$ cat config.mk
export PLATFORM = sky130hd
export DESIGN_NAME = fifo_nword_fwft
export DESIGN_NICKNAME = d
export VERILOG_FILES = /design/src/rtl/fifo_pkg.sv /design/src/rtl/fifo_regarray.sv /design/src/rtl/fifo_nword_fwft.sv
export SDC_FILE = /design/constraint.sdc
export NUM_CORES = 1
export LEC_CHECK = 0
export CORE_ASPECT_RATIO = 1.75
export CORE_MARGIN = 5
export CORE_UTILIZATION = 47
export CTS_CLUSTER_SIZE = 20
export DETAILED_ROUTE_END_ITERATION = 12
export MAX_ROUTING_LAYER = met4
export PLACE_DENSITY = 0.74
export SYNTH_ARGS = -nofsm -noshare
export SYNTH_HDL_FRONTEND = slang
export SYNTH_HIERARCHICAL = 1
export SYNTH_SLANG_ARGS = --single-unit
$ cat constraint.sdc
create_clock -name clk -period 2.5 [get_ports clk]
set_input_delay 0.75 -clock clk [delete_from_list [all_inputs] [get_ports clk]]
set_output_delay 0.75 -clock clk [all_outputs]
set_load 0.1 [all_outputs]
$ cat src/rtl/fifo_pkg.sv
// Shared helpers for the n-word first-word-fall-through FIFO: width math,
// explicit pointer wrap and parameter sanity checks.
package fifo_pkg;

   function automatic int lvl_w(int depth);
      return $clog2(depth + 1);
   endfunction

   // Array holds depth-1 entries; keep at least one pointer bit for depth == 2.
   function automatic int ptr_w(int depth);
      return (depth > 2) ? $clog2(depth - 1) : 1;
   endfunction

   function automatic int ptr_wrap(int ptr, int depth);
      return (ptr >= depth - 2) ? 0 : ptr + 1;
   endfunction

   function automatic bit params_ok(int bits, int depth, int af, int ae);
      return (bits >= 1) && (depth >= 2) && (af >= 1) && (af <= depth) &&
             (ae >= 0) && (ae <= depth - 1);
   endfunction

endpackage

$ cat src/rtl/fifo_regarray.sv
// Simple dual-port register array: one synchronous write port, one
// asynchronous read port, contents are not reset.
module fifo_regarray #(
   parameter int bits    = 8,
   parameter int ENTRIES = 3,
   parameter int PW      = 2
) (
   input  logic            clk,
   input  logic            we,
   input  logic [PW-1:0]   waddr,
   input  logic [bits-1:0] wdata,
   input  logic [PW-1:0]   raddr,
   output logic [bits-1:0] rdata
);

   logic [bits-1:0] mem [ENTRIES];

   always_ff @(posedge clk) begin
      if (we) begin
         mem[waddr] <= wdata;
      end
   end

   assign rdata = mem[raddr];

endmodule

$ cat src/rtl/fifo_nword_fwft.sv
// DEPTH-word FWFT FIFO: registered head word in front of a circular array,
// with occupancy, almost-full/empty flags and sticky error flags.
module fifo_nword_fwft
   import fifo_pkg::*;
#(
   parameter int bits     = 8,
   parameter int DEPTH    = 4,
   parameter int AF_LEVEL = DEPTH - 1,
   parameter int AE_LEVEL = 1
) (
   input  logic                       clk,
   input  logic                       reset,
   input  logic                       shift_in,
   input  logic                       shift_out,
   input  logic [bits-1:0]            data_in,
   input  logic                       clear_errors,
   output logic [bits-1:0]            data_out,
   output logic                       fifo_not_empty,
   output logic                       fifo_full,
   output logic [$clog2(DEPTH+1)-1:0] level,
   output logic                       almost_full,
   output logic                       almost_empty,
   output logic                       overflow,
   output logic                       underflow
);

   localparam int LW = lvl_w(DEPTH);
   localparam int PW = ptr_w(DEPTH);
   localparam logic [LW-1:0] DEPTH_L = LW'(DEPTH);
   localparam logic [LW-1:0] AF_L    = LW'(AF_LEVEL);
   localparam logic [LW-1:0] AE_L    = LW'(AE_LEVEL);

`ifndef SYNTHESIS
   if (!params_ok(bits, DEPTH, AF_LEVEL, AE_LEVEL)) begin : g_param_check
      $error("fifo_nword_fwft: parameter out of range");
   end
`endif

   logic [bits-1:0] data_q, data_d;
   logic [LW-1:0]   level_q, level_d;
   logic [PW-1:0]   wr_ptr_q, wr_ptr_d, rd_ptr_q, rd_ptr_d;
   logic            not_empty_q, not_empty_d;
   logic            af_q, af_d, ae_q, ae_d;
   logic            ovf_q, ovf_d, udf_q, udf_d;
   logic            wr_ok, rd_ok, fall_through, arr_pop, arr_we;
   logic [bits-1:0] arr_rdata;

   fifo_regarray #(.bits(bits), .ENTRIES(DEPTH - 1), .PW(PW)) u_array (
      .clk   (clk),
      .we    (arr_we),
      .waddr (wr_ptr_q),
      .wdata (data_in),
      .raddr (rd_ptr_q),
      .rdata (arr_rdata)
   );

   // Only combinational output: a read in the same cycle frees a slot.
   assign fifo_full = (level_q == DEPTH_L) && !shift_out;

   always_comb begin
      wr_ok        = shift_in && !fifo_full;
      rd_ok        = shift_out && not_empty_q;
      fall_through = 1'b0;
      arr_pop      = 1'b0;
      data_d       = data_q;
      // Head register reloads when consumed or empty; array has words once level >= 2.
      if (rd_ok || !not_empty_q) begin
         if (level_q >= LW'(2)) begin
            data_d  = arr_rdata;
            arr_pop = 1'b1;
         end else if (wr_ok) begin
            data_d       = data_in;
            fall_through = 1'b1;
         end else begin
            data_d = '0;
         end
      end
      arr_we      = wr_ok && !fall_through;
      wr_ptr_d    = arr_we  ? PW'(ptr_wrap(int'(wr_ptr_q), DEPTH)) : wr_ptr_q;
      rd_ptr_d    = arr_pop ? PW'(ptr_wrap(int'(rd_ptr_q), DEPTH)) : rd_ptr_q;
      level_d     = level_q + LW'(wr_ok) - LW'(rd_ok);
      not_empty_d = (level_d != '0);
      af_d        = (level_d >= AF_L);
      ae_d        = (level_d <= AE_L);
      ovf_d       = (ovf_q && !clear_errors) || (shift_in && fifo_full);
      udf_d       = (udf_q && !clear_errors) || (shift_out && !not_empty_q);
   end

   always_ff @(posedge clk) begin
      if (reset) begin
         data_q      <= '0;
         level_q     <= '0;
         wr_ptr_q    <= '0;
         rd_ptr_q    <= '0;
         not_empty_q <= 1'b0;
         af_q        <= ('0 >= AF_L);
         ae_q        <= 1'b1;
         ovf_q       <= 1'b0;
         udf_q       <= 1'b0;
      end else begin
         data_q      <= data_d;
         level_q     <= level_d;
         wr_ptr_q    <= wr_ptr_d;
         rd_ptr_q    <= rd_ptr_d;
         not_empty_q <= not_empty_d;
         af_q        <= af_d;
         ae_q        <= ae_d;
         ovf_q       <= ovf_d;
         udf_q       <= udf_d;
      end
   end

   assign data_out       = data_q;
   assign level          = level_q;
   assign fifo_not_empty = not_empty_q;
   assign almost_full    = af_q;
   assign almost_empty   = ae_q;
   assign overflow       = ovf_q;
   assign underflow      = udf_q;

endmodule

==> impl_table.tex, run 1 <==
\begin{tabular}{lr}
\hline
Metric & Value \\
\hline
\multicolumn{2}{l}{\textbf{Global routing}} \\
\quad Number of antenna violations at the first check in global routing & 0 \\
\quad Largest net degree at the start of global routing & 20 \\
\quad Wire length of the first global-routing pass & 6150 microns \\
\quad Grt total ovfl & 0 \\
\quad Number of global-route vias before repair & 1,283 \\
\quad Total global-route track usage & 15.7\% \\
\multicolumn{2}{l}{\textbf{CTS}} \\
\quad CTS tree & yes \\
\quad Clock network latency to the later pin of the worst-skew pair & 0.29 ns \\
\quad Worst-case clock buffer depth & 2 \\
\quad TritonCTS buffer count & 5 \\
\quad CTS clk-pin slew, worst paths & 0.08 ns \\
\quad CTS sink count & 44 \\
\quad Root buf cell & sky130\_fd\_sc\_hd\_\_clkbuf\_8 \\
\quad CTS HTree Levels & 2 \\
\multicolumn{2}{l}{\textbf{Placement}} \\
\quad Half-perimeter wire length after detailed placement & 2660 microns \\
\quad Post-Place Worst Slack & -0.531 ns \\
\quad Weighted congestion at the end of routability-driven global placement & 0.753 \\
\quad Number of I/O port buffers & 29 \\
\multicolumn{2}{l}{\textbf{Synthesis}} \\
\quad Proportion of synthesized flip-flops having asynchronous set or reset & 0\% \\
\quad Sequential element share of the synthesized area & 61.1\% \\
\quad Leading cell type by number of instances after synthesis & sky130\_fd\_sc\_hd\_\_edfxtp\_1 \\
\quad Main area contributors after synthesis & sky130\_fd\_sc\_hd\_\_edfxtp\_1 (39\%), sky130\_fd\_sc\_hd\_\_dfxtp\_1 (22\%), sky130\_fd\_sc\_hd\_\_mux2i\_1 (4.9\%), sky130\_fd\_sc\_hd\_\_o32ai\_1 (3.8\%), sky130\_fd\_sc\_hd\_\_nand2b\_1 (3.7\%) \\
\quad Share of the synthesized area in the top cell type & 39.3\% \\
\quad Dominant cell type by area after synthesis & sky130\_fd\_sc\_hd\_\_edfxtp\_1 \\
\quad Flip-flop cell with the highest count after synthesis & sky130\_fd\_sc\_hd\_\_edfxtp\_1 \\
\quad Number of synthesized flops with an enable pin & 24 \\
\quad Post-Syn Area per Cell & 12.0 sq um \\
\quad Post-Syn Instances & 153 \\
\quad Yosys reg bits & 44 \\
\quad Synth warnings & 6 \\
\quad Synthesized cell area & 0.00184 sq mm \\
\quad Commonest cells post-synth & sky130\_fd\_sc\_hd\_\_edfxtp\_1 (24), sky130\_fd\_sc\_hd\_\_dfxtp\_1 (20), sky130\_fd\_sc\_hd\_\_a21oi\_1 (13) \\
\quad Post-Synthesis Net Count & 170 \\
\quad Yosys cell types & 32 \\
\multicolumn{2}{l}{\textbf{Finish}} \\
\quad Share of the core filled with cells in the final layout & 61.1\% \\
\quad Area growth syn-to-layout & 27.5\% \\
\quad Final nets & 211 \\
\quad Layout fillers & 339 \\
\quad Fraction of final layout cells sized beyond drive strength 1 & 24.6\% \\
\quad Antenna diode instance count & 0 \\
\multicolumn{2}{l}{\textbf{Drt}} \\
\quad Number of vias in the routed layout & 1,270 \\
\quad Total wire length after detailed routing & 3780 microns \\
\quad Antenna Violating Nets Remaining & 0 \\
\quad Iter 0 DRT Violations & 30 \\
\quad Via density & 5.23 \\
\quad Routed len/inst & 15.5 microns \\
\quad Detailed Routing Iterations Pass 1 & 4 \\
\quad \# DRC & 0 \\
\multicolumn{2}{l}{\textbf{Status}} \\
\quad Result of the run & completed \\
\multicolumn{2}{l}{\textbf{Critical path}} \\
\quad Total buffers and inverters traversed by the critical path & 4 \\
\quad Signal arrival time at the worst endpoint & 1.71 ns \\
\quad Slowest library cell on the worst path & sky130\_fd\_sc\_hd\_\_or4b\_4 \\
\quad Worst setup path class & in -> out \\
\quad Critical path, cell by cell & buf\_6 > or4b\_4 > buf\_6 > clkinvlp\_4 > buf\_12 \\
\quad CP Launch Type & input port \\
\quad Most Frequent Cell on Critical Path & sky130\_fd\_sc\_hd\_\_buf\_6 \\
\quad Capturing element type of the critical path & primary output \\
\quad WP data required & 1.75 ns \\
\quad Largest fanout of any net on the critical path & 2 \\
\quad Stage delay of the slowest cell on the critical path & 0.48 ns \\
\quad Cell family contributing the most delay on the critical path & buffers and inverters \\
\multicolumn{2}{l}{\textbf{Pwr}} \\
\quad Power per Cell Area & 1390 mW/mm\^{}2 \\
\quad Share of power burned in combinational logic & 50.4\% \\
\quad Largest vdd supply drop & 0.00132 V \\
\quad Power, Total & 3.26 mW \\
\quad Sequential power share & 33.5\% \\
\quad Switch share & 46.7\% \\
\quad Share of power burned in the clock network & 16.1\% \\
\quad NetSw & 1.52 mW \\
\quad Leakage component of the power & 0.886 nW \\
\quad Design internal power & 1.73 mW \\
\multicolumn{2}{l}{\textbf{Die}} \\
\quad Horizontal die dimension & 57.2 microns \\
\quad Number of placed I/O pins & 30 \\
\quad Chip height & 92.7 microns \\
\quad Starting Density & 47.9\% \\
\quad Die Outline Area & 0.00530 sq mm \\
\quad Core area & 0.00383 sq mm \\
\quad Placement row count & 30 \\
\multicolumn{2}{l}{\textbf{Min path}} \\
\quad Hold crit path type & reg -> reg \\
\multicolumn{2}{l}{\textbf{STA}} \\
\quad Unrepaired setup endpoints after global routing & false \\
\quad Count of final max-slew check failures & 0 \\
\quad Headroom to the max-slew limit & 51.4\% \\
\quad Total of endpoints with negative setup slack in the final report & 0 \\
\quad Shortest clock period the worst path allows after layout & 2.46 ns \\
\quad Post-Route Skew & 0.0109 ns \\
\quad Max frequency & 407 MHz \\
\quad Final setup margin & 0.0402 ns \\
\quad Share of the cycle needed by the critical path after routing & 98.4\% \\
\quad Actual transition at the worst max-transition pin & 0.727 ns \\
\quad Fin. Hold Viols & 0 \\
\multicolumn{2}{l}{\textbf{Job}} \\
\quad Number of max-capacitance violations reported & 0 \\
\hline
\end{tabular}
final cells by class:
type                       instances  area [sq um]  area share [%]
sequential                        44          1120            48.1
multi-input combinational         96           666            28.4
clock buffer                       6          72.6            3.10
clock inverter                     2          35.0            1.50
inverter                           6          26.3            1.12
tap                               48          60.1            2.57
timing repair buffer              41           355            15.2
flip-flops by register name (all words and copies together) (netlist names):
| name | count |
|---|---|
| almost_full | 1 |
| underflow | 1 |
| rd_ptr_q | 2 |
| level | 3 |
| overflow | 1 |
| data_out | 8 |
| u_array/mem | 24 |
| almost_empty | 1 |
| wr_ptr_q | 2 |
| fifo_not_empty | 1 |
worst paths after layout:
path | from | to | slack, ns | cells after the start
worst min-delay path | underflow | underflow | 0.48 | 2
worst min register to register | underflow | underflow | 0.48 | 2
worst max register to register | level[1] | almost_full | 0.26 | 8
worst max-delay path | shift_out | fifo_full | 0.04 | 5
placed cells by master (no fill, tap or decap), types with 3 or more instances in the layout:
| cell | synthesis | layout |
|---|---|---|
| sky130_fd_sc_hd__a21oi_1 | 13 | 13 |
| sky130_fd_sc_hd__buf_4 | 0 | 27 |
| sky130_fd_sc_hd__clkbuf_8 | 0 | 5 |
| sky130_fd_sc_hd__clkdlybuf4s50_1 | 0 | 11 |
| sky130_fd_sc_hd__dfxtp_1 | 20 | 17 |
| sky130_fd_sc_hd__dfxtp_2 | 0 | 3 |
| sky130_fd_sc_hd__edfxtp_1 | 24 | 24 |
| sky130_fd_sc_hd__inv_1 | 5 | 4 |
| sky130_fd_sc_hd__mux2i_1 | 9 | 9 |
| sky130_fd_sc_hd__nand2_1 | 9 | 9 |
| sky130_fd_sc_hd__nand2b_1 | 11 | 11 |
| sky130_fd_sc_hd__nor2_1 | 12 | 12 |
| sky130_fd_sc_hd__nor2b_1 | 4 | 3 |
| sky130_fd_sc_hd__o21ai_1 | 8 | 8 |
| sky130_fd_sc_hd__o32ai_1 | 8 | 8 |
what timing repair did:
| item | 4_1_cts | 5_1_grt |
|---|---|---|
| gates cloned | 0 | 0 |
| gates resized for setup | 6 | 0 |
| pin swaps | 1 | 1 |
| setup endpoints to repair | 6 | 1 |
| hold endpoints to repair | 0 | 0 |
| buffers inserted | 2 | 1 |
| hold buffers | 0 | 0 |
per-layer routing:
layer	wire length (microns)	up-vias	global-route usage (%)
met5	0	-	-
met4	76	0	6.96
met3	154	7	3.49
met2	2160	24	28.2
met1	1380	609	15.9
li1	-	630	-
cell families (layout without fill, tap and decap cells):
| group | count (synthesis) | count (layout) | synth area share, % |
|---|---|---|---|
| xor+xnor | 1 | 1 | 0.477 |
| flops | 44 | 44 | 61.1 |
| fa+ha+maj | 4 | 4 | 3.14 |
| buf+inv | 13 | 55 | 3.48 |
| simple gates | 48 | 48 | 14.7 |
| mux | 10 | 10 | 5.73 |
| compound gates | 33 | 33 | 11.5 |
worst reg2reg max path: stages (launching register included):
cell	delay (ns)
sky130_fd_sc_hd__dfxtp_2	0.34
sky130_fd_sc_hd__or4b_4	0.54
sky130_fd_sc_hd__nand2_1	0.08
sky130_fd_sc_hd__ha_1	0.22
sky130_fd_sc_hd__inv_1	0.06
sky130_fd_sc_hd__ha_2	0.16
sky130_fd_sc_hd__fa_1	0.44
sky130_fd_sc_hd__nor2b_4	0.15
sky130_fd_sc_hd__a21o_1	0.15
power groups by stage:
stage                     clock network (mW)  registers, mW  logic (mW)
final                                  0.523           1.09        1.64
after global routing                   0.560           1.12        1.74
after CTS                              0.534           1.09        1.65
after detailed placement                   0           1.11        1.63
after global placement                     0           1.10        1.60
after floorplan                            0           1.77       0.594
metrics by stage:
step	cells	hold WS, ns	instance area [sq um]	TNS, ns
2_1_floorplan	153	0.483	1860	-0.0977
3_3_place_gp	232	0.462	2200	-5.34
3_5_place_dp	232	0.462	2200	-6.10
4_1_cts	242	0.476	2330	0
5_1_grt	243	0.512	2340	0
6_report	243	0.475	2340	0
Note: power is estimated with default switching activity, not from simulation.
==> run 2: changes to the inputs <==
Settings changed: CORE_UTILIZATION 47 to 50, PLACE_DENSITY 0.74 to 0.75, SKIP_LAST_GASP set to 1.
Clock period 2.5 ns to 2.4 ns, I/O delays scaled along.
==> impl_table.tex, run 2 (synthesis results as in run 1) <==
\begin{tabular}{lr}
\hline
Metric & Value \\
\hline
\multicolumn{2}{l}{\textbf{CTS}} \\
\quad CTS clk-pin slew, worst paths & 0.07 ns (about the same) \\
\quad Clock network latency to the later pin of the worst-skew pair & 0.29 ns (about the same) \\
\quad CTS tree & yes \\
\quad CTS HTree Levels & 2 (unchanged) \\
\quad CTS sink count & 44 (unchanged) \\
\quad TritonCTS buffer count & 5 (unchanged) \\
\quad Worst-case clock buffer depth & 2 (unchanged) \\
\quad Root buf cell & sky130\_fd\_sc\_hd\_\_clkbuf\_8 \\
\multicolumn{2}{l}{\textbf{Finish}} \\
\quad Fraction of final layout cells sized beyond drive strength 1 & 26.3\% (+1.7 points) \\
\quad Commonest cells after routing, fill and taps aside & sky130\_fd\_sc\_hd\_\_buf\_4 (27), sky130\_fd\_sc\_hd\_\_edfxtp\_1 (24), sky130\_fd\_sc\_hd\_\_dfxtp\_1 (17) \\
\quad Multi-input logic area & 681 sq um (+2.3\%) \\
\quad Most common library cell in the layout ignoring fill and taps & sky130\_fd\_sc\_hd\_\_buf\_4 \\
\quad Final nets & 211 (unchanged) \\
\quad Most flop-heavy register & u\_array/mem \\
\quad Share of the core filled with cells in the final layout & 64.6\% (+3.5 points) \\
\quad Antenna diode instance count & 0 (unchanged) \\
\quad Number of flip-flops in the largest register & 24 (unchanged) \\
\quad Area growth syn-to-layout & 26.5\% \\
\quad Sequential standard cell area & 0.00112 sq mm (unchanged) \\
\quad Layout fillers & 282 (-17\%) \\
\multicolumn{2}{l}{\textbf{Placement}} \\
\quad Half-perimeter wire length after detailed placement & 2850 microns (+7.2\%) \\
\quad Weighted congestion at the end of routability-driven global placement & 0.723 (-4.0\%) \\
\quad Number of I/O port buffers & 29 (unchanged) \\
\multicolumn{2}{l}{\textbf{STA}} \\
\quad Max frequency & 414 MHz \\
\quad Post-Route Skew & 0.00300 ns (-0.00789 ns) \\
\quad Summed negative setup slack over all endpoints & -0.0139 ns (-0.0139 ns) \\
\quad Post-Route Hold Slack & 0.479 ns (+0.00396 ns) \\
\quad Total of endpoints with negative setup slack in the final report & 1 (+1) \\
\quad Unrepaired setup endpoints after global routing & true \\
\quad Headroom to the max-slew limit & 44.3\% (-7.0 points) \\
\quad Fin. Hold Viols & 0 (unchanged) \\
\quad Count of final max-slew check failures & 0 (unchanged) \\
\quad Share of the cycle needed by the critical path after routing & 101\% \\
\quad Final setup margin & -0.0139 ns (-0.0541 ns) \\
\quad Shortest clock period the worst path allows after layout & 2.41 ns \\
\quad Actual transition at the worst max-transition pin & 0.831 ns (+0.105 ns) \\
\multicolumn{2}{l}{\textbf{Die}} \\
\quad Horizontal die dimension & 55.8 microns (-2.5\%) \\
\quad Starting Density & 51.1\% (+3.2 points) \\
\quad Die Outline Area & 0.00503 sq mm (-5.2\%) \\
\quad Number of placed I/O pins & 30 (unchanged) \\
\quad Chip height & 90.2 microns (-2.7\%) \\
\quad Placement row count & 29 (-3.3\%) \\
\quad Core area & 0.00359 sq mm (-6.2\%) \\
\multicolumn{2}{l}{\textbf{Status}} \\
\quad Violations in the final reports & negative setup slack \\
\quad Result of the run & finished, violations left \\
\multicolumn{2}{l}{\textbf{Global routing}} \\
\quad Wire length of the first global-routing pass & 6510 microns (+5.8\%) \\
\quad Total global-route track usage & 17.1\% (+1.4 points) \\
\quad Number of antenna violations at the first check in global routing & 0 (unchanged) \\
\quad Grt total ovfl & 0 (unchanged) \\
\quad Largest net degree at the start of global routing & 20 (unchanged) \\
\quad Number of global-route vias before repair & 1,379 (+7.5\%) \\
\multicolumn{2}{l}{\textbf{Drt}} \\
\quad Number of vias in the routed layout & 1,289 (+1.5\%) \\
\quad Antenna Violating Nets Remaining & 0 (unchanged) \\
\quad Routed len/inst & 16.3 microns (+4.7\%) \\
\quad \# DRC & 0 (unchanged) \\
\quad Via density & 5.37 (+2.8\%) \\
\quad Total wire length after detailed routing & 3900 microns (+3.4\%) \\
\quad Iter 0 DRT Violations & 31 (+3.3\%) \\
\quad Detailed Routing Iterations Pass 1 & 4 (unchanged) \\
\multicolumn{2}{l}{\textbf{Critical path}} \\
\quad Critical path, cell by cell & buf\_6 > or4b\_4 > buf\_6 > clkinvlp\_4 > buf\_12 \\
\quad WP data required & 1.68 ns (-0.07 ns) \\
\quad Stage delay of the slowest cell on the critical path & 0.49 ns (about the same) \\
\quad Worst setup path class & in -> out \\
\quad Signal arrival time at the worst endpoint & 1.69 ns (-0.02 ns) \\
\quad Capturing element type of the critical path & primary output \\
\quad Largest fanout of any net on the critical path & 2 (unchanged) \\
\quad Count of cells along the worst register-to-register path & 8 (unchanged) \\
\quad Most Frequent Cell on Critical Path & sky130\_fd\_sc\_hd\_\_buf\_6 \\
\quad CP Launch Type & input port \\
\quad Slowest library cell on the worst path & sky130\_fd\_sc\_hd\_\_or4b\_4 \\
\multicolumn{2}{l}{\textbf{Min path}} \\
\quad Hold Path Stages & 2 (unchanged) \\
\quad Hold crit path type & reg -> reg \\
\multicolumn{2}{l}{\textbf{Job}} \\
\quad Number of max-capacitance violations reported & 0 (unchanged) \\
\hline
\end{tabular}
[run 2: worst paths after layout]
check,end,slack [ns],start
setup / recovery,fifo_full,-0.01,shift_out
hold / removal,underflow,0.48,underflow
setup reg to reg,almost_full,0.17,level[1]
hold reg to reg,underflow,0.48,underflow
[run 2: what timing repair did]
item	CTS	global route
hold buffers	0	0
setup buffers	2	0
endpoints found under the setup margin	14	4
pin swaps	3	2
resized for setup	8	2
[run 2: routing by layer]
layer / track usage [%] / vias up / wire length [microns] / part of all wire, %
met2: 30.5 / 31 / 2230 / 57
li1: - / 634 / - / -
met4: 8.72 / 0 / 90 / 2.3
met5: - / - / 0 / 0
met3: 3.72 / 9 / 142 / 3.6
met1: 17.1 / 615 / 1440 / 37
[run 2: cell type report]
cell class	instances	area share [%]
sequential	44	48.4
multi-input combinational	96	29.3
timing repair buffer	41	15.3
clock buffer	6	3.12
tap	46	2.48
inverter	6	1.13
clock inverter	1	0.216
[run 2: metrics by stage]
stage               setup WS (ns)  instances  cell area, sq um
global route              -0.0306        240              2320
detailed placement         -0.627        231              2210
global placement           -0.571        231              2210
finish                    -0.0139        240              2320
CTS                       -0.0356        240              2320
floorplan                  -0.168        153              1860
[run 2: worst max-delay path, delay by kind of cell]
| family | cells | cell delay [ns] |
|---|---|---|
| simple gates | 1 | 0.49 |
| buf+inv | 4 | 0.48 |
Power of run 2 is not shown: default switching activity piles up to over one toggle a cycle in this logic, so the estimate is an artifact.
==> run 3: changes to the inputs <==
==> constraint.sdc (replaced) <==
create_clock -name clk -period 2.4 [get_ports clk]
set_input_delay 0.72 -clock clk [delete_from_list [all_inputs] [get_ports clk]]
set_output_delay 0.72 -clock clk [all_outputs]
set_load 0.01 [all_outputs]
==> impl_table.tex, run 3 (synthesis results as in run 1) <==
\begin{tabular}{lr}
\hline
Metric & Value \\
\hline
\multicolumn{2}{l}{\textbf{Status}} \\
\quad Result of the run & finished, violations left \\
\quad Violations in the final reports & negative setup slack \\
\multicolumn{2}{l}{\textbf{Finish}} \\
\quad Antenna diode instance count & 0 (unchanged) \\
\quad Final nets & 211 (unchanged) \\
\quad Most common library cell in the layout ignoring fill and taps & sky130\_fd\_sc\_hd\_\_clkdlybuf4s50\_1 \\
\quad Commonest cells after routing, fill and taps aside & sky130\_fd\_sc\_hd\_\_clkdlybuf4s50\_1 (27), sky130\_fd\_sc\_hd\_\_edfxtp\_1 (24), sky130\_fd\_sc\_hd\_\_dfxtp\_1 (20) \\
\quad Layout fillers & 271 (-3.9\%) \\
\quad Area growth syn-to-layout & 31.2\% \\
\quad Fraction of final layout cells sized beyond drive strength 1 & 17.4\% (-8.9 points) \\
\quad Sequential standard cell area & 0.00112 sq mm (-0.33\%) \\
\quad Number of flip-flops in the largest register & 24 (unchanged) \\
\quad Most flop-heavy register & u\_array/mem \\
\quad Multi-input logic area & 703 sq um (+3.3\%) \\
\multicolumn{2}{l}{\textbf{Drt}} \\
\quad Via density & 5.37 (about the same) \\
\quad Routed len/inst & 16.3 microns (+0.43\%) \\
\quad \# DRC & 0 (unchanged) \\
\quad Detailed Routing Iterations Pass 1 & 4 (unchanged) \\
\quad Number of vias in the routed layout & 1,294 (+0.39\%) \\
\quad Total wire length after detailed routing & 3940 microns (+0.85\%) \\
\quad Iter 0 DRT Violations & 30 (-3.2\%) \\
\quad Antenna Violating Nets Remaining & 0 (unchanged) \\
\multicolumn{2}{l}{\textbf{STA}} \\
\quad Final setup margin & -0.00938 ns (+0.00448 ns) \\
\quad Shortest clock period the worst path allows after layout & 2.41 ns (-0.00448 ns) \\
\quad Total of endpoints with negative setup slack in the final report & 1 (unchanged) \\
\quad Actual transition at the worst max-transition pin & 0.636 ns (-0.195 ns) \\
\quad Post-Route Skew & 0.00533 ns (+0.00233 ns) \\
\quad Headroom to the max-slew limit & 57.5\% (+13 points) \\
\quad Unrepaired setup endpoints after global routing & true \\
\quad Post-Route Hold Slack & 0.477 ns (-0.00249 ns) \\
\quad Max frequency & 415 MHz (+0.19\%) \\
\quad Fin. Hold Viols & 0 (unchanged) \\
\quad Count of final max-slew check failures & 0 (unchanged) \\
\quad Summed negative setup slack over all endpoints & -0.00938 ns (+0.00448 ns) \\
\quad Share of the cycle needed by the critical path after routing & 100\% (-0.19 points) \\
\multicolumn{2}{l}{\textbf{Placement}} \\
\quad Post-Place Worst Slack & -0.632 ns (-0.00530 ns) \\
\quad Weighted congestion at the end of routability-driven global placement & 0.769 (+6.4\%) \\
\quad Half-perimeter wire length after detailed placement & 2720 microns (-4.5\%) \\
\quad Number of I/O port buffers & 29 (unchanged) \\
\multicolumn{2}{l}{\textbf{CTS}} \\
\quad Worst-case clock buffer depth & 2 (unchanged) \\
\quad CTS clk-pin slew, worst paths & 0.08 ns (about the same) \\
\quad CTS HTree Levels & 2 (unchanged) \\
\quad CTS tree & yes \\
\quad TritonCTS buffer count & 5 (unchanged) \\
\quad CTS sink count & 44 (unchanged) \\
\quad Root buf cell & sky130\_fd\_sc\_hd\_\_clkbuf\_8 \\
\quad Clock network latency to the later pin of the worst-skew pair & 0.29 ns (about the same) \\
\multicolumn{2}{l}{\textbf{Critical path}} \\
\quad Largest fanout of any net on the critical path & 3 (+1) \\
\quad Slowest library cell on the worst path & sky130\_fd\_sc\_hd\_\_or4b\_4 \\
\quad Signal arrival time at the worst endpoint & 2.59 ns (+0.90 ns) \\
\quad Critical path, cell by cell & buf\_6 > or4b\_4 > nand2\_4 > ha\_4 > inv\_2 > ha\_4 > fa\_2 > xor2\_2 > nor2\_2 > a21o\_1 \\
\quad Total buffers and inverters traversed by the critical path & 2 (-2) \\
\quad Stage delay of the slowest cell on the critical path & 0.55 ns (+0.06 ns) \\
\quad Most Frequent Cell on Critical Path & sky130\_fd\_sc\_hd\_\_ha\_4 \\
\quad Worst setup path class & in -> reg \\
\quad Capturing element type of the critical path & flop \\
\quad Cell family contributing the most delay on the critical path & simple AND/OR/NAND/NOR gates \\
\quad CP Launch Type & input port \\
\quad WP data required & 2.59 ns (+0.91 ns) \\
\multicolumn{2}{l}{\textbf{Global routing}} \\
\quad Total global-route track usage & 16.9\% (-0.21 points) \\
\quad Wire length of the first global-routing pass & 6540 microns (+0.54\%) \\
\quad Number of antenna violations at the first check in global routing & 0 (unchanged) \\
\quad Grt total ovfl & 0 (unchanged) \\
\quad Number of global-route vias before repair & 1,362 (-1.2\%) \\
\quad Largest net degree at the start of global routing & 20 (unchanged) \\
\multicolumn{2}{l}{\textbf{Job}} \\
\quad Number of max-capacitance violations reported & 0 (unchanged) \\
\multicolumn{2}{l}{\textbf{Pwr}} \\
\quad Largest vdd supply drop & 0.00107 V \\
\quad Share of power burned in combinational logic & 40.9\% \\
\quad Power per Cell Area & 1180 mW/mm\^{}2 \\
\quad Share of power burned in the clock network & 19.1\% \\
\quad Sequential power share & 40.0\% \\
\quad NetSw & 0.917 mW \\
\quad Design internal power & 1.93 mW \\
\quad Leakage component of the power & 0.862 nW \\
\quad Switch share & 32.2\% \\
\multicolumn{2}{l}{\textbf{Die}} \\
\quad Chip height & 90.2 microns (unchanged) \\
\quad Horizontal die dimension & 55.8 microns (unchanged) \\
\quad Starting Density & 51.1\% (unchanged) \\
\quad Core area & 0.00359 sq mm (unchanged) \\
\quad Placement row count & 29 (unchanged) \\
\quad Die Outline Area & 0.00503 sq mm (unchanged) \\
\quad Number of placed I/O pins & 30 (unchanged) \\
\multicolumn{2}{l}{\textbf{Min path}} \\
\quad Hold crit path type & reg -> reg \\
\hline
\end{tabular}
## run 3: per-stage QoR
step	util (%)	power, mW	area, sq um	cells
floorplan	-	1.73	1850	153
global placement	62.6	2.16	2250	232
detailed placement	62.6	2.21	2250	232
CTS	66.7	2.82	2400	241
global route	67.0	3.01	2410	241
finish	67.0	2.84	2410	241
## run 3: path summary, 6_finish.rpt
check	start	endpoint	slack, ns	cells after the start
worst max-delay path	shift_out	almost_full	-0.009	10
worst min-delay path	underflow	underflow	0.48	2
worst max register to register	level[1]	almost_full	0.15	9
worst min register to register	underflow	underflow	0.48	2
## run 3: worst min-delay path, delay by kind of cell (launching register included)
kind	cells	cell delay [ns]
AOI/OAI and AO/OA	1	0.05
DFF	1	0.31
and+or+nand+nor	1	0.06
## run 3: cell type report
type | count | area share, %
repair buffers | 41 | 16.4
inverters | 6 | 0.936
clock buffers | 6 | 3.01
clock inverters | 2 | 1.46
flip-flops and latches | 44 | 46.6
well taps | 46 | 2.39
multi-input cells | 96 | 29.2
## run 3: what timing repair did
action,CTS,global route
hold buffers,0,0
endpoints found under the hold margin,0,0
endpoints found under the setup margin,6,3
pin swaps,7,0
resized for setup,15,2
buffers inserted,1,0
## run 3: routing by layer
metal	wire (microns)	vias up	GRT usage (%)
li1	-	628	-
met1	1560	621	18.1
met2	2180	39	30.1
met3	138	6	3.15
met4	61	0	6.69
met5	0	-	-
## run 3: power groups by stage
stage / registers [mW] / logic, mW / clock network, mW
3_5_place_dp: 1.15 / 1.06 / 0
2_1_floorplan: 1.13 / 0.593 / 0
4_1_cts: 1.14 / 1.13 / 0.552
5_1_grt: 1.16 / 1.26 / 0.586
6_report: 1.14 / 1.16 / 0.543
3_3_place_gp: 1.14 / 1.03 / 0
